==> config.mk <==
export PLATFORM = sky130hd
export DESIGN_NAME = sqrt_sequencer
export DESIGN_NICKNAME = d
export VERILOG_FILES = /design/src/rtl/sqrt_ctrl_pkg.sv /design/src/rtl/sqrt_ctrl_word_enc.sv /design/src/rtl/sqrt_sequencer.sv
export SDC_FILE = /design/constraint.sdc
export NUM_CORES = 1
export LEC_CHECK = 0
export BUFFER_PORTS_ARGS = -buffer_cell sky130_fd_sc_hd__buf_4
export CORE_MARGIN = 1.5
export CORE_UTILIZATION = 56
export DETAILED_ROUTE_END_ITERATION = 8
export GPL_TIMING_DRIVEN = 0
export HOLD_SLACK_MARGIN = 0.03
export PLACE_DENSITY = 0.79
export RECOVER_POWER = 50
export REMOVE_ABC_BUFFERS = 1
export SLEW_MARGIN = 20
export SYNTH_ARGS = -nofsm -noshare
export SYNTH_HDL_FRONTEND = slang
export SYNTH_HIERARCHICAL = 1
export SYNTH_SLANG_ARGS = --single-unit
==> constraint.sdc <==
create_clock -name clk -period 3 [get_ports clk]
set_clock_uncertainty 0.2 [all_clocks]
set_input_delay 0.9 -clock clk [delete_from_list [all_inputs] [get_ports clk]]
set_output_delay 0.9 -clock clk [all_outputs]
set_load 0.05 [all_outputs]
==> src/rtl/sqrt_ctrl_pkg.sv <==
// sqrt_ctrl_pkg: shared control-word layout, ALU codes, register map and FSM states
package sqrt_ctrl_pkg;
   localparam int CTRL_W    = 14;
   localparam int ADDR_W    = 3;
   localparam int OP_W      = 2;
   localparam int SEL_BIT   = 13;
   localparam int WE_BIT    = 12;
   localparam int WADDR_LSB = 9;
   localparam int RA_LSB    = 6;
   localparam int RB_LSB    = 3;
   localparam int OP_LSB    = 1;
   localparam int OE_BIT    = 0;
   typedef enum logic [OP_W-1:0] {
      ALU_ADD  = 2'b00,
      ALU_SUB  = 2'b01,
      ALU_PASS = 2'b10,
      ALU_INC  = 2'b11
   } alu_op_e;
   localparam logic [ADDR_W-1:0] R0 = 3'd0;
   localparam logic [ADDR_W-1:0] R1 = 3'd1;
   localparam logic [ADDR_W-1:0] R2 = 3'd2;
   localparam logic [ADDR_W-1:0] R3 = 3'd3;
   typedef enum logic [3:0] {
      S_IDLE,
      S_LOAD,
      S_CHECK,
      S_CLR,
      S_INIT1,
      S_INIT2,
      S_ITER,
      S_STEP1,
      S_STEP2,
      S_OUT,
      S_DONE,
      S_ERR
   } state_e;
endpackage

==> src/rtl/sqrt_ctrl_word_enc.sv <==
// sqrt_ctrl_word_enc: packs the individual datapath control fields into the 14-bit control word
module sqrt_ctrl_word_enc
   import sqrt_ctrl_pkg::*;
(
   input  logic              sel_i,
   input  logic              we_i,
   input  logic [ADDR_W-1:0] waddr_i,
   input  logic [ADDR_W-1:0] ra_i,
   input  logic [ADDR_W-1:0] rb_i,
   input  alu_op_e           op_i,
   input  logic              oe_i,
   output logic [CTRL_W-1:0] word_o
);
   // place each field at its bit position
   always_comb begin
      word_o                         = '0;
      word_o[SEL_BIT]                = sel_i;
      word_o[WE_BIT]                 = we_i;
      word_o[WADDR_LSB +: ADDR_W]    = waddr_i;
      word_o[RA_LSB +: ADDR_W]       = ra_i;
      word_o[RB_LSB +: ADDR_W]       = rb_i;
      word_o[OP_LSB +: OP_W]         = op_i;
      word_o[OE_BIT]                 = oe_i;
   end
endmodule

==> src/rtl/sqrt_sequencer.sv <==
// sqrt_sequencer: control FSM running integer square root by odd-number subtraction on the datapath
module sqrt_sequencer
   import sqrt_ctrl_pkg::*;
#(
   parameter int MAX_ITER = 46341,
   parameter int CNT_W    = 16
)
(
   input  logic              clk,
   input  logic              rst_n,
   input  logic              start_i,
   input  logic              flg_negative_i,
   output logic [CTRL_W-1:0] ctrl_o,
   output logic              ready_o,
   output logic              done_o,
   output logic              err_o
);
   state_e             state_q, state_d;
   logic [CNT_W-1:0]   iter_cnt_q, iter_cnt_d;
   logic               sel, we, oe;
   logic [ADDR_W-1:0]  waddr, ra, rb;
   alu_op_e            op;

   // state and loop counter registers; reset abandons any run without a done pulse
   always_ff @(posedge clk) begin
      if (!rst_n) begin
         state_q    <= S_IDLE;
         iter_cnt_q <= '0;
      end else begin
         state_q    <= state_d;
         iter_cnt_q <= iter_cnt_d;
      end
   end

   // next state and control fields; all-zero defaults give the idle control word
   always_comb begin
      state_d    = state_q;
      iter_cnt_d = iter_cnt_q;
      sel        = 1'b0;
      we         = 1'b0;
      waddr      = R0;
      ra         = R0;
      rb         = R0;
      op         = ALU_ADD;
      oe         = 1'b0;
      unique case (state_q)
         S_IDLE:  state_d = start_i ? S_LOAD : S_IDLE;
         S_LOAD: begin
            sel        = 1'b1;
            we         = 1'b1;
            iter_cnt_d = '0;
            state_d    = S_CHECK;
         end
         S_CHECK: begin
            op      = ALU_PASS;
            state_d = flg_negative_i ? S_ERR : S_CLR;
         end
         S_CLR: begin
            we      = 1'b1;
            waddr   = R2;
            op      = ALU_SUB;
            state_d = S_INIT1;
         end
         S_INIT1: begin
            we      = 1'b1;
            waddr   = R1;
            ra      = R2;
            op      = ALU_INC;
            state_d = S_INIT2;
         end
         S_INIT2: begin
            we      = 1'b1;
            waddr   = R3;
            ra      = R1;
            op      = ALU_INC;
            state_d = S_ITER;
         end
         S_ITER: begin
            rb = R1;
            op = ALU_SUB;
            if (iter_cnt_q == CNT_W'(MAX_ITER)) begin
               state_d = S_ERR;
            end else begin
               we      = 1'b1;
               state_d = flg_negative_i ? S_OUT : S_STEP1;
            end
         end
         S_STEP1: begin
            we      = 1'b1;
            waddr   = R2;
            ra      = R2;
            op      = ALU_INC;
            state_d = S_STEP2;
         end
         S_STEP2: begin
            we         = 1'b1;
            waddr      = R1;
            ra         = R1;
            rb         = R3;
            iter_cnt_d = iter_cnt_q + CNT_W'(1);
            state_d    = S_ITER;
         end
         S_OUT: begin
            ra      = R2;
            op      = ALU_PASS;
            oe      = 1'b1;
            state_d = S_DONE;
         end
         default: state_d = S_IDLE;
      endcase
   end

   sqrt_ctrl_word_enc u_enc (
      .sel_i   (sel),
      .we_i    (we),
      .waddr_i (waddr),
      .ra_i    (ra),
      .rb_i    (rb),
      .op_i    (op),
      .oe_i    (oe),
      .word_o  (ctrl_o)
   );

   assign ready_o = state_q == S_IDLE;
   assign done_o  = (state_q == S_DONE) || (state_q == S_ERR);
   assign err_o   = state_q == S_ERR;
endmodule

# Word-level counts from Yosys, hierarchy flattened
# Cells that the tools add are included.
# word_totals
regBits	20
latch_bits	0
ramBits	0
mem_bits_ro	0
inputBits	4
out_inout_bits	17
n_memories	0
# op_classes
addsub	1
n_mul	0
div	0
n_lt_le_gt_ge	0
eq_ne	12
shift	0
muxes	14
n_bitwise	0
reduce_logical	11
# op_table
operator	count
4-bit one-hot mux with 9 select lines	1
16-bit one-hot mux with 2 select lines	1
16-bit by 1-bit adder with 16-bit output, second input constant	1
16-bit == test, second input constant	1
4-bit by 3-bit == test with 1-bit output, second input constant	4
4-bit == test, second input constant	4
4-bit two-way mux	3
2-bit one-hot mux with 3 select lines	2
2-bit OR reduction	5
4-bit by 2-bit == test with 1-bit output, second input constant	2
2-bit one-hot mux with 2 select lines	2
3-bit OR reduction	2
6-bit OR reduction	1
4-bit by 1-bit == test with 1-bit output, second input constant	1
4-bit logical NOT	1
1-bit two-way mux	4
1-bit one-hot mux with 2 select lines	1
2-bit nonzero test	1
1-bit logical OR	1

# Longest topological paths before layout
# Gate-level depths: netlist of the first run.
# logic_depth
depth_word	3
mapped_depth	6
mapped_depth_nobuf	6

# By module
# The synthesis of the first run kept the hierarchy.
# modules_own_cells
module	n_inst	cells_each	area_per_inst_um2
sqrt_sequencer	1	168	1277.5
sqrt_ctrl_word_enc	1	14	105.1

# Worst setup path after synthesis of the first run
# No wires, ideal clock.
# synth_path
path_kind	register to output
from	register state_q[1]
to	output ready_o
arrival_time_ns	2.246
required_time_ns	1.900
path_slack_ns	-0.346
stages_incl_launch_ff	4
path_cell_list	dfxtp_1 > clkbuf_1 > clkbuf_1 > nor4_1
# synth_between
elab_chain_len	1
# synth_lines
element	line	rtl
start, declared	sqrt_sequencer.sv:18	state_e state_q, state_d;
start signal, assigned	sqrt_sequencer.sv:30	state_q <= state_d;
4-bit logical NOT	sqrt_sequencer.sv:124	assign ready_o = state_q == S_IDLE;
end, declared	sqrt_sequencer.sv:14	output logic ready_o,
# Every way passes these cells.

# Worst setup path in the final report of the first run
# layout_path
from	register iter_cnt_q[5]
to	output ctrl_o[12]
# layout_between
elab_chain_len	3
# layout_lines
element	line	rtl
start, declared	sqrt_sequencer.sv:19	logic [CNT_W-1:0] iter_cnt_q, iter_cnt_d;
start signal, assigned	sqrt_sequencer.sv:31	iter_cnt_q <= iter_cnt_d;
16-bit == test	sqrt_sequencer.sv:81	if (iter_cnt_q == CNT_W'(MAX_ITER)) begin
1-bit two-way mux	sqrt_sequencer.sv:81	
1-bit one-hot mux with 2 select lines	sqrt_sequencer.sv:46	unique case (state_q)
end, declared	sqrt_sequencer.sv:13	output logic [CTRL_W-1:0] ctrl_o,
# Every way passes these cells.

==> flow_summary.ini, run 1 <==
[run_status]
status = complete, no violations

[min_path]
min_from = iter_cnt_q[14]
hold_class = flip-flop to flip-flop

[clock_network]
cts_max_path_buffers = 2
cts_hold_repair.buffers = 0
clock_latency_ns = 0.30
postCtsSetupRepairBufs = 0
htree_levels = 1
tritoncts = yes
clkSlewWorstSetupHoldPaths_ns = 0.11
root_buffer = clkbuf_4
clock-sinks = 20
cts_buffers = 3

[sta]
fin_ws_ns = 0.0700
tns_ns = 0
period_share_pct = 97.7
hold_ws_ns = 0.318
rsz0062_at_grt = no
setup_viol = 0
drv_slew = 0
fmax_mhz = 341
hold_viol_final = 0
finalCriticalPeriod_ns = 2.93

[detailed_routing]
vias = 1290
dr.pass1.iters = 4
ant_nets = 0
dr.first_iter.drc_count = 36
viasPerCell = 6.20
wire_per_inst_um = 14.8
drc = 0
wirelength_um = 3070

[pwr]
power.total_uw = 605
powerDensity_mw_per_mm2 = 415
power_leakage_nw = 0.530
ir_worst_vdd_uv = 319

[final_layout]
post_route_cells_drive_above_1_share_pct = 20.0
mostFrequentLayoutCell = nor2_1
finalInstanceArea_mm2 = 0.00146
final_cell_mix = nor2_1, a21oi_1, buf_4
layout.nets = 187
diodes = 0
post-route-util_pct = 64.2
area_growth_pct = 5.61
finalNonFillerCells = 208

[synth]
synth_edf_count = 0
synth_cell_type_count = 42
synth_area_mm2 = 0.00138
netlist.area_leader.share_pct = 29.0
async_flop_share_pct = 0
syn_avg_cell_area_um2 = 7.60
ys_top_cells_by_area = dfxtp_1, buf_4, a21oi_1, nor2_1, nand2b_1
ys_ff_latch = 20
synthCells = 182
synth_top_cell_by_area = dfxtp_1
synth_warnings = 6
synth_flop_cell = dfxtp_1
ys_seq_area_share_pct = 29.0

[setup_path]
ff2ff_setup_slack_ns = 0.59
critPathRequiredTime_ns = 1.90
cp_slowest_cell = or4b_4
crit_start = iter_cnt_q[5]
critPathMaxFanout = 6
worst-path-buf-inv = 1
worstSetupStartpointType = flip-flop
crit_chain = or4b_4 > nor4_4 > o21ai_0 > buf_4
worstRegToRegCells = 5
worstPathArrival_ns = 1.83
critPathCapture = ctrl_o[12]
reg2reg_to = iter_cnt_q[15]
cp.depth = 4
cp-end-kind = output pin
setup.worst_path.class = flip-flop to output pin
critPathTopFamily = simple AND/OR/NAND/NOR gates
r2r_start = state_q[1]
cpPeakStageDelay_ns = 0.54

[global_route]
grt_pass1_wl_um = 5080
grtUsageTotal_pct = 24.5
antenna_found_initial = 0
grt_pass1_vias = 1206
grt_max_degree = 22
grt_overflow = 0

[flow_run]
cap_violations = 0

[floorplan]
fp-row-count = 17
die_h_um = 52.7
pin_count = 21
fp.dieArea_mm2 = 0.00278
die_x_um = 52.7
core_mm2 = 0.00228
start_util_pct = 60.7

[place]
place_inst = 204
place_congestion = 0.848
portBuffers = 17
dp_hpwl_um = 2120
dpl_cell_area_mm2 = 0.00140
dp_slack_ns = -0.0412
==> worst register-to-register path: cells and delay by family (launching register included) <==
family                 cells  cell delay (ns)
and+or+nand+nor            3             1.46
AOI/OAI and AO/OA          1             0.14
DFF                        1             0.44
buffers and inverters      1             0.10
==> routing by layer <==
layer / wire [um] / up-vias / GRT usage, %
met1: 1250 / 580 / 27.3
li1: - / 647 / -
met2: 1560 / 51 / 44.4
met5: 0 / - / 0
met4: 98 / 0 / 14.1
met3: 162 / 12 / 2.57
==> cell families after synthesis <==
| group | synth area share (%) |
|---|---|
| AO/OA/AOI/OAI | 19.9 |
| multiplexers | 2.99 |
| adder cells (fa/ha/maj) | 1.81 |
| flip-flops | 29.0 |
| AND/OR/NAND/NOR | 32.4 |
| buffers and inverters | 13.7 |
| other | 0.271 |
==> worst min-delay path by stage <==
stage	to	cells after the start
floorplan	iter_cnt_q[14]	2
global placement	iter_cnt_q[14]	2
detailed placement	iter_cnt_q[14]	2
CTS	iter_cnt_q[14]	2
global route	iter_cnt_q[4]	2
finish	iter_cnt_q[14]	2
==> flip-flops by register name (all words and copies together) (netlist names) <==
signal and count:
state_q 4, iter_cnt_q 16
==> where the power goes <==
part	internal, mW	total (mW)	switching, mW	leakage [nW]
clock network	0.0741	0.156	0.0819	0.0210
logic	0.0471	0.159	0.112	0.344
registers	0.271	0.290	0.0194	0.165
total	0.392	0.605	0.214	0.530
==> layout make-up <==
cell class                 instances  area (um2)
multi-input combinational        133         818
fill                             208         816
sequential                        20         412
timing repair buffer              17         124
clock buffer                       4        36.3
inverter                           6        35.0
tap                               28        35.0
==> cells in the mapped netlist, types with 4 or more instances <==
| library cell | instances |
|---|---|
| a21oi_1 | 18 |
| a31oi_1 | 4 |
| buf_4 | 14 |
| clkbuf_1 | 10 |
| dfxtp_1 | 20 |
| inv_1 | 5 |
| nand2_1 | 6 |
| nand2b_1 | 8 |
| nand3_1 | 8 |
| nand4_1 | 5 |
| nor2_1 | 22 |
| nor4_1 | 4 |
| o21ai_0 | 7 |
| or3_1 | 4 |
| or4_1 | 5 |
==> what timing repair did <==
action,4_1_cts,5_1_grt
gates resized for setup,11,3
pin swaps,1,1
setup endpoints to repair,4,3
No activity file was read; power rests on OpenSTA's default activity.
==> run 2: changes to the inputs <==
--- a/config.mk
+++ b/config.mk
@@ -11,6 +11,7 @@
 export DETAILED_ROUTE_END_ITERATION = 8
 export GPL_TIMING_DRIVEN = 0
 export HOLD_SLACK_MARGIN = 0.03
+export MAX_ROUTING_LAYER = met4
 export PLACE_DENSITY = 0.79
 export RECOVER_POWER = 50
 export REMOVE_ABC_BUFFERS = 1
==> run 2 against run 1 <==
Core utilization stayed put; critical endpoint unchanged; via count is 0.70% higher; register-to-register slack hardly changed; cell area stayed put; non-clock buffer count stayed put; sequential power hardly changed; power is 0.24% higher; hold slack worse by 0.0016 ns; wire length is 0.62% lower; die area stayed put; first-iteration DRC count stayed put.
==> flow_summary.ini, run 2 (same netlist as run 1, synthesis figures left out) <==
[run_status]
status = complete, no violations

[sta]
tightest_slew_ns = 0.499
hold_viol_final = 0
setup_viol = 0
rsz0062_at_grt = no
fin_ws_ns = 0.0741
drv_slew = 0
fmax_mhz = 342
slew_headroom_pct = 66.7
finalCriticalPeriod_ns = 2.93
period_share_pct = 97.5

[detailed_routing]
dr.first_iter.drc_count = 36
ant_nets = 0
vias = 1299
viasPerCell = 6.25
dr.pass1.iters = 5
wire_per_inst_um = 14.7
drc = 0
wirelength_um = 3050

[floorplan]
pin_count = 21
start_util_pct = 60.7
core_mm2 = 0.00228
fp-row-count = 17
fp.dieArea_mm2 = 0.00278
die_x_um = 52.7
die_h_um = 52.7

[clock_network]
root_buffer = clkbuf_4
htree_levels = 1
cts_buffers = 3
postCtsSetupRepairBufs = 0
cts_hold_repair.buffers = 0
clock-sinks = 20
clock_latency_ns = 0.31
cts_max_path_buffers = 2
tritoncts = yes
clkSlewWorstSetupHoldPaths_ns = 0.12

[global_route]
grt_pass1_wl_um = 5090
grtUsageTotal_pct = 25.2
grt_max_degree = 22
grt_pass1_vias = 1204
antenna_found_initial = 0
grt_overflow = 0

[final_layout]
post-route-util_pct = 64.2
diodes = 0
largest_register_ffs = 16
area_growth_pct = 5.61
max_flop_register = iter_cnt_q
finalInstanceArea_mm2 = 0.00146
top_regs = iter_cnt_q x16, state_q x4
final_cell_mix = nor2_1, a21oi_1, buf_4
post_route_cells_drive_above_1_share_pct = 20.0
layout.nets = 187
mostFrequentLayoutCell = nor2_1
finalNonFillerCells = 208
fill_cells = 208

[pwr]
pwr-share-seq_pct = 47.8
powerDensity_mw_per_mm2 = 416
p_sw_share_pct = 35.4
p_sw_uw = 215
clock_power_share_pct = 25.9
ir_worst_vdd_uv = 319
power_leakage_nw = 0.530
power.total_uw = 607
intPower_uw = 392
comb_power_share_pct = 26.3

[setup_path]
worstSetupStartpointType = flip-flop
critPathRequiredTime_ns = 1.90
worstPathArrival_ns = 1.83
r2r_start = state_q[1]
setup.worst_path.class = flip-flop to output pin
critPathMaxFanout = 7
cp-end-kind = output pin
crit_start = iter_cnt_q[4]

[place]
place_inst = 204
portBuffers = 17
dp_hpwl_um = 2120
dp_slack_ns = -0.0412
place_congestion = 0.861
dpl_cell_area_mm2 = 0.00140

[min_path]
hold_class = flip-flop to flip-flop
min_from = iter_cnt_q[14]

[flow_run]
cap_violations = 0
==> run 2: cell counts in the layout (fill, tap and decap cells not counted) <==
No cell type changed its count.
==> run 2: worst max-delay path: stages, from the launching register on <==
cell	delay (ns)
dfxtp_2	0.37
or4b_4	0.55
nor4_4	0.29
o21ai_0	0.11
buf_4	0.20
==> run 2: final cells by class <==
class	instances	area [um2]	share of cell area, %
Timing Repair Buffer	17	124	8.48
Inverter	6	35.0	2.40
Sequential cell	20	412	28.2
Tap cell	28	35.0	2.40
Multi-Input combinational cell	133	818	56.0
Clock buffer	4	36.3	2.49
==> run 2: stage by stage <==
| stage | TNS (ns) | hold WS [ns] |
|---|---|---|
| global placement | -0.0457 | 0.288 |
| CTS | 0 | 0.325 |
| finish | 0 | 0.316 |
| global route | 0 | 0.362 |
| floorplan | -0.671 | 0.265 |
| detailed placement | -0.0412 | 0.309 |
==> run 2: final timing paths <==
check,to,slack [ns],cells past startpoint
worst max-delay path,ctrl_o[12],0.07,4
worst min register to register,iter_cnt_q[14],0.32,2
worst min-delay path,iter_cnt_q[14],0.32,2
worst max register to register,iter_cnt_q[15],0.59,5
==> run 2: repair_timing <==
action,in CTS,in global routing
pin swaps,1,1
setup endpoints to repair,4,3
gates resized for setup,11,3
==> run 2: routing by layer <==
layer,vias to the layer above,track usage (%),share of wire (%)
met5,-,-,0
met2,47,44.4,49
li1,647,-,-
met1,592,27.5,42
met3,13,2.57,4.7
met4,0,14.1,3.8
==> run 2: power by group through the flow <==
| stage | clock network (mW) | registers [mW] | logic (mW) |
|---|---|---|---|
| CTS | 0.159 | 0.289 | 0.160 |
| global route | 0.170 | 0.293 | 0.169 |
| floorplan | 0 | 0.290 | 0.117 |
| detailed placement | 0 | 0.295 | 0.158 |
| global placement | 0 | 0.294 | 0.155 |
| finish | 0.157 | 0.290 | 0.159 |
==> run 3: changes to the inputs <==
--- a/config.mk
+++ b/config.mk
@@ -7,16 +7,15 @@
 export LEC_CHECK = 0
 export BUFFER_PORTS_ARGS = -buffer_cell sky130_fd_sc_hd__buf_4
 export CORE_MARGIN = 1.5
-export CORE_UTILIZATION = 56
+export CORE_UTILIZATION = 55
 export DETAILED_ROUTE_END_ITERATION = 8
 export GPL_TIMING_DRIVEN = 0
 export HOLD_SLACK_MARGIN = 0.03
 export MAX_ROUTING_LAYER = met4
-export PLACE_DENSITY = 0.79
+export PLACE_DENSITY = 0.78
 export RECOVER_POWER = 50
 export REMOVE_ABC_BUFFERS = 1
 export SLEW_MARGIN = 20
 export SYNTH_ARGS = -nofsm -noshare
 export SYNTH_HDL_FRONTEND = slang
-export SYNTH_HIERARCHICAL = 1
 export SYNTH_SLANG_ARGS = --single-unit
==> run 3 against run 2 <==
Hold slack got worse by 0.0018 ns; flip-flop and latch count stayed put; power up 1.0%.
==> flow_summary.ini, run 3 <==
[synth]
synthCells = 174
synthTopCellsByCount = nor2_1, dfxtp_1, a21oi_1
synth_cell_type_count = 42
synth_edf_count = 0
synth_top_cell_by_area = dfxtp_1
syn_avg_cell_area_um2 = 7.60
synth_area_mm2 = 0.00132
ys_seq_area_share_pct = 30.3
ys_top_cells_by_area = dfxtp_1, a21oi_1, nor2_1, nand2b_1, buf_4
yosysMostFrequentCell = nor2_1
ys_ff_latch = 20
synth_flop_cell = dfxtp_1
synth_warnings = 0
async_flop_share_pct = 0
netlist.area_leader.share_pct = 30.3

[global_route]
grt_pass1_vias = 1237
antenna_found_initial = 0
grt_pass1_wl_um = 5090
grtUsageTotal_pct = 25.8
grt_max_degree = 22
grt_overflow = 0

[final_layout]
fill_cells = 195
finalInstanceArea_mm2 = 0.00148
diodes = 0
layout.nets = 189
multiInputGateArea_um2 = 818
post_route_cells_drive_above_1_share_pct = 20.3
top_regs = iter_cnt_q x16, state_q x4
seq_area_um2 = 413
finalNonFillerCells = 210
area_growth_pct = 11.9
mostFrequentLayoutCell = nor2_1
final_cell_mix = nor2_1, a21oi_1, buf_4
max_flop_register = iter_cnt_q
largest_register_ffs = 16

[run_status]
status = complete, no violations

[pwr]
ir_worst_vdd_uv = 301
comb_power_share_pct = 26.5
p_sw_share_pct = 35.8
powerDensity_mw_per_mm2 = 414
power_leakage_nw = 0.543
clock_power_share_pct = 26.3
p_sw_uw = 219
intPower_uw = 394
pwr-share-seq_pct = 47.2

[detailed_routing]
wirelength_um = 3010
dr.first_iter.drc_count = 39
dr.pass1.iters = 4
wire_per_inst_um = 14.3
viasPerCell = 6.31
vias = 1325
drc = 0
ant_nets = 0

[min_path]
worstHoldEndpoint = iter_cnt_q[14]
min_from = iter_cnt_q[14]
hold_class = flip-flop to flip-flop
min_path_cells = 2

[setup_path]
setup.worst_path.class = flip-flop to output pin
critPathMaxFanout = 7
r2r_start = state_q[1]
cp_slowest_cell = or4b_4
worstSetupStartpointType = flip-flop
worstPathArrival_ns = 1.77
crit_chain = or4b_4 > nor4_4 > o21ai_1 > buf_6
cpPeakStageDelay_ns = 0.54
reg2reg_to = iter_cnt_q[15]
cp-end-kind = output pin
critPathRequiredTime_ns = 1.90
ff2ff_setup_slack_ns = 0.57
worstRegToRegCells = 5

[sta]
tightest_slew_ns = 0.513
drv_slew = 0
tns_ns = 0
hold_viol_final = 0
finalCriticalPeriod_ns = 2.87
fmax_mhz = 348
rsz0062_at_grt = no
fin_ws_ns = 0.128
slew_headroom_pct = 65.8
setup_viol = 0
period_share_pct = 95.7

[floorplan]
die_h_um = 52.0
die_x_um = 52.0
fp-row-count = 17
core_mm2 = 0.00223
fp.dieArea_mm2 = 0.00271
pin_count = 21
start_util_pct = 59.2

[clock_network]
cts_max_path_buffers = 2
clock-sinks = 20
tritoncts = yes
htree_levels = 1
cts_buffers = 3
clkSlewWorstSetupHoldPaths_ns = 0.12
cts_hold_repair.buffers = 0
root_buffer = clkbuf_4
clock_latency_ns = 0.31

[place]
dp_hpwl_um = 2120
place_congestion = 0.918
dp_slack_ns = -0.0324
dpl_cell_area_mm2 = 0.00140
place_inst = 204
portBuffers = 17

[flow_run]
cap_violations = 0
-- run 3: per-layer routing --
metal / track usage [%] / share of wire (%) / routed length, um
met3: 3.74 / 5.3 / 158
met1: 28.7 / 43 / 1290
met2: 44.9 / 49 / 1480
met4: 12.7 / 2.3 / 70
met5: - / 0 / 0
-- run 3: worst max path at each step --
| stage | start | depth (start not counted) | to | slack, ns |
|---|---|---|---|---|
| 2_1_floorplan | state_q[3] | 4 | ctrl_o[12] | -0.54 |
| 3_3_place_gp | iter_cnt_q[4] | 4 | ctrl_o[12] | -0.04 |
| 3_5_place_dp | iter_cnt_q[4] | 4 | ctrl_o[12] | -0.03 |
| 4_1_cts | iter_cnt_q[4] | 4 | ctrl_o[12] | -0.007 |
| 5_1_grt | iter_cnt_q[4] | 4 | ctrl_o[12] | 0.05 |
| 6_report | iter_cnt_q[4] | 4 | ctrl_o[12] | 0.13 |
-- run 3: layout make-up --
type                    count  area share (%)
clock buffers               4            2.45
well taps                  28            2.37
multi-input cells         133            55.3
flip-flops and latches     20            27.9
inverters                   6            2.37
repair buffers             19            9.64
-- run 3: worst max-delay path, delay by kind of cell, from the launching register on --
| family | cells | cell delay [ns] |
|---|---|---|
| simple gates | 2 | 0.80 |
| flops | 1 | 0.38 |
| compound gates | 1 | 0.11 |
| buf+inv | 1 | 0.16 |
-- run 3: through the flow --
step                      util, %  hold slack, ns  power, mW
after global placement       62.6           0.292      0.449
after CTS                    65.6           0.319      0.617
after floorplan                 -           0.265      0.407
final                        66.3           0.315      0.613
after global routing         66.3           0.350      0.637
after detailed placement     62.6           0.302      0.453
-- run 3: cells by family after synthesis --
| group | after synthesis | synth area share, % |
|---|---|---|
| compound gates | 45 | 20.8 |
| fa+ha+maj | 2 | 1.89 |
| buf+inv | 23 | 9.75 |
| flops | 20 | 30.3 |
| mux | 4 | 3.12 |
| other cells | 1 | 0.284 |
| simple gates | 79 | 33.9 |
-- run 3: what timing repair did --
item | CTS | global route
buffers inserted | 0 | 2
hold endpoints to repair | 0 | 0
pin swaps | 1 | 1
gates resized for setup | 9 | 7
setup endpoints to repair | 5 | 5
-- run 3: power groups by stage --
stage	sequential, mW	clock (mW)	combinational [mW]
detailed placement	0.295	0	0.158
global placement	0.294	0	0.155
CTS	0.289	0.164	0.163
finish	0.290	0.161	0.162
floorplan	0.290	0	0.117
global route	0.292	0.172	0.173
